==> config.mk <==
export PLATFORM = sky130hd
export DESIGN_NAME = path_req_scheduler_flat
export DESIGN_NICKNAME = d
export VERILOG_FILES = /design/src/rtl/path_req_scheduler_if.sv /design/src/rtl/path_req_scheduler.sv /design/src/flat_wrapper.sv
export SDC_FILE = /design/constraint.sdc
export NUM_CORES = 1
export LEC_CHECK = 0
export ABC_AREA = 1
export CAP_MARGIN = 20
export CORE_UTILIZATION = 30
export CTS_BUF_LIST = sky130_fd_sc_hd__clkbuf_8
export CTS_CLUSTER_DIAMETER = 200
export DETAILED_ROUTE_END_ITERATION = 8
export PLACE_DENSITY_LB_ADDON = 0.05
export SETUP_SLACK_MARGIN = 0.4
export SLEW_MARGIN = 20
export SYNTH_ARGS = -nofsm -noshare
export SYNTH_HDL_FRONTEND = slang
export SYNTH_SLANG_ARGS = --single-unit
==> constraint.sdc <==
create_clock -name clk -period 4.75 [get_ports clk]
set_input_delay 0.475 -clock clk [delete_from_list [all_inputs] [get_ports clk]]
set_output_delay 0.475 -clock clk [all_outputs]
set_load 0.03 [all_outputs]
==> src/rtl/path_req_scheduler_if.sv <==
// Bundle of requester, engine and output-stream signals for the path request
// scheduler. The scheduler uses the slave view; the environment (requesters,
// planner engine, response consumer) uses the master view.
interface path_req_scheduler_if #(
  parameter int NODE_W = 6
);
  // requester 0
  logic              req0_valid;
  logic              req0_ready;
  logic [NODE_W-1:0] req0_src;
  logic [NODE_W-1:0] req0_dst;
  // requester 1
  logic              req1_valid;
  logic              req1_ready;
  logic [NODE_W-1:0] req1_src;
  logic [NODE_W-1:0] req1_dst;
  // planner engine
  logic              eng_start;
  logic [NODE_W-1:0] eng_src;
  logic [NODE_W-1:0] eng_dst;
  logic              eng_done;
  logic [NODE_W-1:0] eng_len;
  logic [NODE_W-1:0] eng_rd_addr;
  logic [NODE_W-1:0] eng_rd_data;
  // response stream
  logic              out_valid;
  logic              out_ready;
  logic [NODE_W-1:0] out_node;
  logic              out_last;
  logic              out_err;
  logic              out_id;

  modport slave (
    input  req0_valid, req0_src, req0_dst,
    output req0_ready,
    input  req1_valid, req1_src, req1_dst,
    output req1_ready,
    output eng_start, eng_src, eng_dst, eng_rd_addr,
    input  eng_done, eng_len, eng_rd_data,
    output out_valid, out_node, out_last, out_err, out_id,
    input  out_ready
  );

  modport master (
    output req0_valid, req0_src, req0_dst,
    input  req0_ready,
    output req1_valid, req1_src, req1_dst,
    input  req1_ready,
    input  eng_start, eng_src, eng_dst, eng_rd_addr,
    output eng_done, eng_len, eng_rd_data,
    input  out_valid, out_node, out_last, out_err, out_id,
    output out_ready
  );
endinterface

==> src/rtl/path_req_scheduler.sv <==
// Path request scheduler: round-robin shares one shortest-path planner engine
// between two requesters, launches it, reads the node list back and streams it
// out one node per beat tagged with the requester id. Bad, unreachable and
// timed-out requests produce a single error beat.
module path_req_scheduler #(
  parameter int NODE_W    = 6,
  parameter int NUM_NODES = 37,
  parameter int TIMEOUT   = 4095
) (
  input  logic                    clk,
  input  logic                    rst_n,
  path_req_scheduler_if.slave     bus
);

  localparam int TMR_W = $clog2(TIMEOUT + 1);

  localparam logic [2:0] S_IDLE   = 3'd0;
  localparam logic [2:0] S_LAUNCH = 3'd1;
  localparam logic [2:0] S_WAIT   = 3'd2;
  localparam logic [2:0] S_FETCH  = 3'd3;
  localparam logic [2:0] S_STREAM = 3'd4;
  localparam logic [2:0] S_ERR    = 3'd5;

  localparam logic [NODE_W:0]   NUM_NODES_X = (NODE_W + 1)'(NUM_NODES);
  localparam logic [NODE_W-1:0] NODE_ONE    = NODE_W'(1);
  localparam logic [TMR_W-1:0]  TMR_LIMIT   = TMR_W'(TIMEOUT);
  localparam logic [TMR_W-1:0]  TMR_ONE     = TMR_W'(1);
  localparam logic [TMR_W-1:0]  TMR_MAX     = '1;

  // Saturating increment for the WAIT timer.
  function automatic logic [TMR_W-1:0] timer_inc(input logic [TMR_W-1:0] t);
    return (t == TMR_MAX) ? t : t + TMR_ONE;
  endfunction

  // True when a node index addresses a real arena node.
  function automatic logic node_ok(input logic [NODE_W-1:0] n);
    return {1'b0, n} < NUM_NODES_X;
  endfunction

  logic [2:0]        state_q,     state_d;
  logic              rr_ptr_q,    rr_ptr_d;
  logic [NODE_W-1:0] src_q,       src_d;
  logic [NODE_W-1:0] dst_q,       dst_d;
  logic              id_q,        id_d;
  logic [NODE_W-1:0] idx_q,       idx_d;
  logic [NODE_W-1:0] len_q,       len_d;
  logic [TMR_W-1:0]  timer_q,     timer_d;
  logic              out_valid_q, out_valid_d;
  logic [NODE_W-1:0] out_node_q,  out_node_d;
  logic              out_last_q,  out_last_d;
  logic              out_err_q,   out_err_d;
  logic              out_id_q,    out_id_d;

  logic              grant_vld;
  logic              grant_id;
  logic [NODE_W-1:0] sel_src;
  logic [NODE_W-1:0] sel_dst;

  // Round-robin grant: a lone requester wins; on a tie the one not served last wins.
  always_comb begin
    grant_vld = 1'b0;
    grant_id  = 1'b0;
    if (bus.req0_valid && bus.req1_valid) begin
      grant_vld = 1'b1;
      grant_id  = ~rr_ptr_q;
    end else if (bus.req0_valid) begin
      grant_vld = 1'b1;
      grant_id  = 1'b0;
    end else if (bus.req1_valid) begin
      grant_vld = 1'b1;
      grant_id  = 1'b1;
    end
  end

  assign sel_src = grant_id ? bus.req1_src : bus.req0_src;
  assign sel_dst = grant_id ? bus.req1_dst : bus.req0_dst;

  assign bus.req0_ready = (state_q == S_IDLE) && grant_vld && !grant_id;
  assign bus.req1_ready = (state_q == S_IDLE) && grant_vld &&  grant_id;

  assign bus.eng_start = (state_q == S_LAUNCH);
  assign bus.eng_src   = src_q;
  assign bus.eng_dst   = dst_q;
  // The read address follows idx_d, so it already points at the next node in
  // the cycle before FETCH and still equals idx during FETCH; this suits both
  // a combinational and a registered path memory.
  assign bus.eng_rd_addr = idx_d;

  assign bus.out_valid = out_valid_q;
  assign bus.out_node  = out_node_q;
  assign bus.out_last  = out_last_q;
  assign bus.out_err   = out_err_q;
  assign bus.out_id    = out_id_q;

  // Next-state logic for the request / launch / wait / fetch / stream sequence.
  always_comb begin
    state_d     = state_q;
    rr_ptr_d    = rr_ptr_q;
    src_d       = src_q;
    dst_d       = dst_q;
    id_d        = id_q;
    idx_d       = idx_q;
    len_d       = len_q;
    timer_d     = timer_q;
    out_valid_d = out_valid_q;
    out_node_d  = out_node_q;
    out_last_d  = out_last_q;
    out_err_d   = out_err_q;
    out_id_d    = out_id_q;

    case (state_q)
      S_IDLE: begin
        if (grant_vld) begin
          src_d    = sel_src;
          dst_d    = sel_dst;
          id_d     = grant_id;
          rr_ptr_d = grant_id;
          if (!node_ok(sel_src) || !node_ok(sel_dst)) begin
            state_d     = S_ERR;
            out_valid_d = 1'b1;
            out_err_d   = 1'b1;
            out_last_d  = 1'b1;
            out_node_d  = '0;
            out_id_d    = grant_id;
          end else if (sel_src == sel_dst) begin
            // Trivial path: answer directly without the engine.
            state_d     = S_STREAM;
            out_valid_d = 1'b1;
            out_err_d   = 1'b0;
            out_last_d  = 1'b1;
            out_node_d  = sel_src;
            out_id_d    = grant_id;
          end else begin
            state_d = S_LAUNCH;
          end
        end
      end

      S_LAUNCH: begin
        timer_d = '0;
        state_d = S_WAIT;
      end

      S_WAIT: begin
        if (bus.eng_done) begin
          if ((bus.eng_len == '0) || ({1'b0, bus.eng_len} > NUM_NODES_X)) begin
            state_d     = S_ERR;
            out_valid_d = 1'b1;
            out_err_d   = 1'b1;
            out_last_d  = 1'b1;
            out_node_d  = '0;
            out_id_d    = id_q;
          end else begin
            len_d   = bus.eng_len;
            idx_d   = '0;
            state_d = S_FETCH;
          end
        end else if (timer_q == TMR_LIMIT) begin
          state_d     = S_ERR;
          out_valid_d = 1'b1;
          out_err_d   = 1'b1;
          out_last_d  = 1'b1;
          out_node_d  = '0;
          out_id_d    = id_q;
        end else begin
          timer_d = timer_inc(timer_q);
        end
      end

      S_FETCH: begin
        out_valid_d = 1'b1;
        out_node_d  = bus.eng_rd_data;
        out_last_d  = (idx_q == (len_q - NODE_ONE));
        out_err_d   = 1'b0;
        out_id_d    = id_q;
        state_d     = S_STREAM;
      end

      S_STREAM: begin
        if (bus.out_ready) begin
          if (out_last_q) begin
            state_d     = S_IDLE;
            out_valid_d = 1'b0;
            out_node_d  = '0;
            out_last_d  = 1'b0;
            out_err_d   = 1'b0;
            out_id_d    = 1'b0;
          end else begin
            idx_d       = idx_q + NODE_ONE;
            out_valid_d = 1'b0;
            state_d     = S_FETCH;
          end
        end
      end

      S_ERR: begin
        if (bus.out_ready) begin
          state_d     = S_IDLE;
          out_valid_d = 1'b0;
          out_node_d  = '0;
          out_last_d  = 1'b0;
          out_err_d   = 1'b0;
          out_id_d    = 1'b0;
        end
      end

      default: begin
        state_d = S_IDLE;
      end
    endcase
  end

  // State registers; reset abandons any request in flight.
  always_ff @(posedge clk or negedge rst_n) begin
    if (!rst_n) begin
      state_q     <= S_IDLE;
      rr_ptr_q    <= 1'b1;
      src_q       <= '0;
      dst_q       <= '0;
      id_q        <= 1'b0;
      idx_q       <= '0;
      len_q       <= '0;
      timer_q     <= '0;
      out_valid_q <= 1'b0;
      out_node_q  <= '0;
      out_last_q  <= 1'b0;
      out_err_q   <= 1'b0;
      out_id_q    <= 1'b0;
    end else begin
      state_q     <= state_d;
      rr_ptr_q    <= rr_ptr_d;
      src_q       <= src_d;
      dst_q       <= dst_d;
      id_q        <= id_d;
      idx_q       <= idx_d;
      len_q       <= len_d;
      timer_q     <= timer_d;
      out_valid_q <= out_valid_d;
      out_node_q  <= out_node_d;
      out_last_q  <= out_last_d;
      out_err_q   <= out_err_d;
      out_id_q    <= out_id_d;
    end
  end

endmodule

==> src/flat_wrapper.sv <==
// flat-port wrapper written by rule: the top's interface ports become plain ports
module path_req_scheduler_flat 
#(
  parameter int NODE_W    = 6,
  parameter int NUM_NODES = 37,
  parameter int TIMEOUT   = 4095
)
  (clk, rst_n, bus_req0_valid, bus_req0_src, bus_req0_dst, bus_req0_ready, bus_req1_valid, bus_req1_src, bus_req1_dst, bus_req1_ready, bus_eng_start, bus_eng_src, bus_eng_dst, bus_eng_rd_addr, bus_eng_done, bus_eng_len, bus_eng_rd_data, bus_out_valid, bus_out_node, bus_out_last, bus_out_err, bus_out_id, bus_out_ready);
  path_req_scheduler_if #(.NODE_W(NODE_W)) bus_i ();
  input  logic clk;
  input  logic rst_n;
  input wire logic [$bits(bus_i.req0_valid)-1:0] bus_req0_valid;
  input wire logic [$bits(bus_i.req0_src)-1:0] bus_req0_src;
  input wire logic [$bits(bus_i.req0_dst)-1:0] bus_req0_dst;
  output wire logic [$bits(bus_i.req0_ready)-1:0] bus_req0_ready;
  input wire logic [$bits(bus_i.req1_valid)-1:0] bus_req1_valid;
  input wire logic [$bits(bus_i.req1_src)-1:0] bus_req1_src;
  input wire logic [$bits(bus_i.req1_dst)-1:0] bus_req1_dst;
  output wire logic [$bits(bus_i.req1_ready)-1:0] bus_req1_ready;
  output wire logic [$bits(bus_i.eng_start)-1:0] bus_eng_start;
  output wire logic [$bits(bus_i.eng_src)-1:0] bus_eng_src;
  output wire logic [$bits(bus_i.eng_dst)-1:0] bus_eng_dst;
  output wire logic [$bits(bus_i.eng_rd_addr)-1:0] bus_eng_rd_addr;
  input wire logic [$bits(bus_i.eng_done)-1:0] bus_eng_done;
  input wire logic [$bits(bus_i.eng_len)-1:0] bus_eng_len;
  input wire logic [$bits(bus_i.eng_rd_data)-1:0] bus_eng_rd_data;
  output wire logic [$bits(bus_i.out_valid)-1:0] bus_out_valid;
  output wire logic [$bits(bus_i.out_node)-1:0] bus_out_node;
  output wire logic [$bits(bus_i.out_last)-1:0] bus_out_last;
  output wire logic [$bits(bus_i.out_err)-1:0] bus_out_err;
  output wire logic [$bits(bus_i.out_id)-1:0] bus_out_id;
  input wire logic [$bits(bus_i.out_ready)-1:0] bus_out_ready;
  assign bus_i.req0_valid = bus_req0_valid;
  assign bus_i.req0_src = bus_req0_src;
  assign bus_i.req0_dst = bus_req0_dst;
  assign bus_req0_ready = bus_i.req0_ready;
  assign bus_i.req1_valid = bus_req1_valid;
  assign bus_i.req1_src = bus_req1_src;
  assign bus_i.req1_dst = bus_req1_dst;
  assign bus_req1_ready = bus_i.req1_ready;
  assign bus_eng_start = bus_i.eng_start;
  assign bus_eng_src = bus_i.eng_src;
  assign bus_eng_dst = bus_i.eng_dst;
  assign bus_eng_rd_addr = bus_i.eng_rd_addr;
  assign bus_i.eng_done = bus_eng_done;
  assign bus_i.eng_len = bus_eng_len;
  assign bus_i.eng_rd_data = bus_eng_rd_data;
  assign bus_out_valid = bus_i.out_valid;
  assign bus_out_node = bus_i.out_node;
  assign bus_out_last = bus_i.out_last;
  assign bus_out_err = bus_i.out_err;
  assign bus_out_id = bus_i.out_id;
  assign bus_i.out_ready = bus_out_ready;
  path_req_scheduler #(.NODE_W(NODE_W), .NUM_NODES(NUM_NODES), .TIMEOUT(TIMEOUT)) u_core (.clk(clk), .rst_n(rst_n), .bus(bus_i));
endmodule
After elaboration in Yosys (flattened, before gate mapping):

Cells that the tools add are included.

* reductions and logical operators: 21
* $lt $le $gt $ge: 3
* bitwise operators: 2
* eq/ne operators: 18
* shift operators: 0
* muxes and demuxes: 57
* $add $sub $neg: 3
* multipliers: 0
* divide/modulo/power cells: 0

Operators by type and width (count)
* 2-to-1 mux 6 bit: 15
* case mux 6 bit (5 select lines): 1
* 2-to-1 mux 12 bit: 2
* 2-to-1 mux 3 bit: 8
* case mux 12 bit (2 select lines): 1
* 2-to-1 mux 1 bit: 23
* case mux 3 bit (6 select lines): 1
* adder 12 x 1 -> 12 bit (second input constant): 1
* == test 12 bit (second input constant): 1
* == test 6 bit: 2
* less-than comparator 6 bit (second input constant): 2
* case mux 6 bit (2 select lines): 1
* case mux 1 bit (5 select lines): 2
* inequality test 2 bit (second input constant): 4
* case mux 1 bit (4 select lines): 2
* AND reduction 8 bit: 1
* adder 6 x 1 -> 6 bit (second input constant): 1
* == test 3 x 2 -> 1 bit (second input constant): 2
* == test 3 bit (second input constant): 2
* greater-than comparator 6 bit (second input constant): 1
* logical NOT 6 bit: 1
* inequality test 2 x 1 -> 1 bit (second input constant): 3
* inequality test 3 x 2 -> 1 bit (second input constant): 2
* AND reduction 3 bit: 2
* 16 further kinds: 23

* memories: 0
* bits in registers: 51
* word-level logic and storage cells: 117
* output and inout port bits: 31
* latch bits: 0
* memory bits (read-only): 0
* memory bits (writable): 0

Depth between registers and ports, before layout:

* depth after elaboration: 10
* mapped depth: 15
* gate-level depth less buffers: 14

Least setup slack after synthesis:

No wires, ideal clock.

* kind: input to output
* start point: input port bus_eng_len[1]
* end point: output port bus_eng_rd_addr[2]
* cell stages on the path: 6
* buffers on the path: 0
* required time: 4.275 ns
* arrival: 1.712 ns
* path slack: 2.563 ns
* path through: inv_1 > o21ai_0 > nand2_1 > nand4_1 > nand2_1 > o21ai_0

* word-level cells in the longest chain between the ends: 5
* elaborated cells on any way between the ends: 6
* those cells by class: order compare: 1; mux: 3; reduce/logical: 2

RTL lines
* from (decl): line flat_wrapper.sv:25 `input wire logic [$bits(bus_i.eng_len)-1:0] bus_eng_len;`
* greater-than comparator 6 bit or logical NOT 6 bit (tied branches): line path_req_scheduler.sv:146 `if ((bus.eng_len == '0) || ({1'b0, bus.eng_len} > NUM_NODES_X)) begin`
* logical OR 1 bit (*): line path_req_scheduler.sv:146
* 2-to-1 mux 6 bit (*): line path_req_scheduler.sv:146
* 2-to-1 mux 6 bit (*): line path_req_scheduler.sv:145 `if (bus.eng_done) begin`
* case mux 6 bit (2 select lines) (*): line path_req_scheduler.sv:111 `case (state_q)`
* to (decl): line flat_wrapper.sv:23 `output wire logic [$bits(bus_i.eng_rd_addr)-1:0] bus_eng_rd_addr;`

Mark *: on every way between the ends. The rest lies on a longest branch, timed or not.

Final worst setup path:

* start point: input port bus_req1_valid
* end point: output port bus_req1_ready

* word-level cells in the longest chain between the ends: 5
* elaborated cells on any way between the ends: 8
* those cells by class: mux: 5; reduce/logical: 3

RTL lines
* from (decl): line flat_wrapper.sv:16 `input wire logic [$bits(bus_i.req1_valid)-1:0] bus_req1_valid;`
* 2-to-1 mux 1 bit: line path_req_scheduler.sv:69 `end else if (bus.req1_valid) begin`
* 2-to-1 mux 1 bit: line path_req_scheduler.sv:66 `end else if (bus.req0_valid) begin`
* 2-to-1 mux 1 bit: line path_req_scheduler.sv:63 `if (bus.req0_valid && bus.req1_valid) begin`
* logical AND 1 bit: line path_req_scheduler.sv:79 `assign bus.req1_ready = (state_q == S_IDLE) && grant_vld && grant_id;`
* logical AND 1 bit (*): line path_req_scheduler.sv:79
* to (decl): line flat_wrapper.sv:19 `output wire logic [$bits(bus_i.req1_ready)-1:0] bus_req1_ready;`

Marks and branches as above.

==> reports/metrics.yaml <==
syn_to_final_growth_pct: 27.2
die_h_um: 108
cp_data_arrival_time_ns: 2.74
final_nets: 584
synth_cell_type_count: 38
die_area_um2: 11700
fillCellCount: 1135
num_vias: 3072
cts_resized: 0
path_clk_slew_ns: 0.09
fin_worst_skew_ns: 0.00886
holdCritPathClass: "in -> async"
placeableCoreArea_um2: 10900
io_pins: 73
synth-seq-cells: 51
cts_buffer_depth: 2
critPathRequiredTime_ns: 4.28
startpoint: "bus_req1_valid"
synthArstFlopShare_pct: 100
power_density_nw_per_um2: 539
critPathTopFamily: "buffers and inverters"
syn_area_um2: 3380
avgSynthCellArea_um2: 7.21
h-tree-depth: 2
grt_use_total_pct: 16.4
yosys_warnings: 0
grt_overflow: 0
critPathKind: "in -> out"
cts_tree: "done"
synth_compound_area_share_pct: 7.74
synth_cells: 469
worstMarginPinSlew_ns: 0.836
outcome: "completed"
fin_tns_setup_ns: 0
layout-drive-gt1-share_pct: 10.0
power_mw: 2.32
ctsHoldBuffers: 0
grt_pass1_wl_um: 15000
synth_mux_area_share_pct: 0.333
dpl.hpwl_um: 6890
fin_crit_ns: 3.22
antenna_found_initial: 0
ant_nets: 0
drtIter0Drc: 133
die_w_um: 108
relSlewSlack_pct: 44.1
rows: 38
place.gp.congestion: 0.899
multi_input_area_um2: 1790
post_dp_cell_area_um2: 4190
finalCritPeriodShare_pct: 67.7
leakagePower_nw: 2.10
cpMaxStageDelayCell: "clkdlybuf4s50_1"
routed_via_density: 4.52
yosys.area.top_type: "dfrtp_1"
max_freq_mhz: 311
worst_hold_slack_ns: 0.269
ir_worst_vdd_mv: 0.184
ff_latch_area_um2: 1280
drv_cap: 0
cp.buffers_inverters: 2
synth_nets: 514
cts_buffers: 5
wl_per_cell_um: 12.9
yosys.cell_count.top_type: "nand2_1"
cp_max_fo: 27
synth_top_family_by_area: "simple AND/OR/NAND/NOR gates"
initial_core_util_pct: 31.1
clock-sinks: 51
worstPathCellList: "clkdlybuf4s50_1 > nand2_4 > nor2_1 > clkdlybuf4s50_1"
yosys-top-cells-count: "157 x nand2_1, 54 x inv_1, 50 x dfrtp_1"
utilization_pct: 39.5
grt_pass1_vias: 3100
synth-edff-count: 0
yosys.area_share.simple_pct: 40.5
antennaDiodeCount: 0
port_buffers: 72
synth_fa_ha_area_share_pct: 1.11
synth_area_leaders: "dfrtp_1 37%, nand2_1 17%, inv_1 6.0%"
synth_top_area_share_pct: 37.0
root_buffer: "clkbuf_8"
drt-total-wl_um: 8770
grt_max_degree: 52
critPathMaxStageDelay_ns: 1.02
setup_viol: 0
finalHoldViolCount: 0
critPathLaunchType: "input port"
synth-xor-area-share_pct: 3.11
crit_path_frequent_cell: "clkdlybuf4s50_1"
first_pass_iters: 4
seq_area_frac_synth_pct: 37.8
rsz0062_at_grt: "false"
post-cts-setup-buffer-count: 0
ys.flop_type: "dfrtp_1"
fin_area_um2: 4300
final_max_slew_viol_count: 0
clk_latency_ns: 0.31
drc: 0
r2r-start: "u_core.rr_ptr_q"
crit_path_end_kind: "primary output"
[final cells by class]
cell class / instances / area share, %
tap: 140 / 4.07
clock inverter: 3 / 1.02
clock buffer: 5 / 1.60
sequential: 51 / 29.7
inverter: 56 / 4.92
timing repair buffer: 75 / 17.2
multi-input combinational: 350 / 41.5
[report_power, final]
part	internal, mW	switching, mW	total, mW	leakage, nW
registers	0.588	0.116	0.703	0.656
clock network	0.157	0.155	0.312	0.0581
logic	0.479	0.825	1.30	1.39
[flip-flops by register name, summed over array words and instances (netlist names)]
signal / flops
u_core.bus.eng_dst: 6
u_core.bus.eng_src: 6
u_core.bus.out_err: 1
u_core.bus.out_id: 1
u_core.bus.out_last: 1
u_core.bus.out_node: 6
u_core.bus.out_valid: 1
u_core.id_q: 1
u_core.idx_q: 6
u_core.len_q: 6
u_core.rr_ptr_q: 1
u_core.state_q: 3
u_core.timer_q: 12
[cell families (layout without fill, tap and decap cells)]
logic type | count (synthesis) | count (layout)
buffers and inverters | 68 | 139
AO/OA/AOI/OAI | 48 | 48
adder cells (fa/ha/maj) | 3 | 3
flip-flops | 51 | 51
AND/OR/NAND/NOR | 286 | 286
XOR/XNOR | 12 | 12
multiplexers | 1 | 1
[stage by stage]
stage,setup slack (ns),instances
finish,1.53,680
detailed placement,1.50,672
floorplan,2.56,469
CTS,1.51,680
global placement,1.55,672
global route,1.33,680
[metal layers]
metal	up-vias	track usage (%)	part of all wire (%)
met1	1372	21.1	47
li1	1626	-	-
met4	0	4.31	1.1
met2	65	28.4	49
met3	9	2.53	2.6
met5	-	0	0
[layout by cell type, fill, tap and decap left out, types with 2 or more instances in the layout]
| cell | netlist | final |
|---|---|---|
| nand3b_1 | 9 | 9 |
| nand2_1 | 157 | 157 |
| clkbuf_8 | 0 | 5 |
| dfrtp_1 | 50 | 50 |
| nor2_1 | 31 | 31 |
| or2_2 | 2 | 2 |
| inv_1 | 54 | 54 |
| nor2_2 | 4 | 4 |
| o21ai_1 | 2 | 2 |
| xnor2_1 | 6 | 6 |
| nand4_1 | 12 | 12 |
| o21ai_0 | 27 | 27 |
| a21oi_1 | 11 | 11 |
| xor2_1 | 6 | 6 |
| nand2_2 | 15 | 15 |
| o22ai_1 | 2 | 2 |
| nor3_1 | 8 | 8 |
| buf_4 | 0 | 3 |
| nand2_4 | 5 | 5 |
| clkdlybuf4s50_1 | 0 | 71 |
| nand3_1 | 30 | 30 |
| clkinv_2 | 1 | 2 |
| nand3_2 | 6 | 6 |
| ha_1 | 3 | 3 |
| o21bai_1 | 2 | 2 |
| o31ai_1 | 2 | 2 |
[path summary, 6_finish.rpt]
path,endpoint,slack [ns],cells after the start
worst max-delay path,bus_req1_ready,1.53,4
worst min-delay path,u_core.len_q[4],0.27,2
worst max register to register,u_core.bus.out_node[3],2.25,13
worst min register to register,u_core.rr_ptr_q,0.48,2
max in group asynchronous,u_core.bus.out_node[5],4.01,2
min in group clk,u_core.rr_ptr_q,0.48,2
Power figures use the tool's default switching activity.
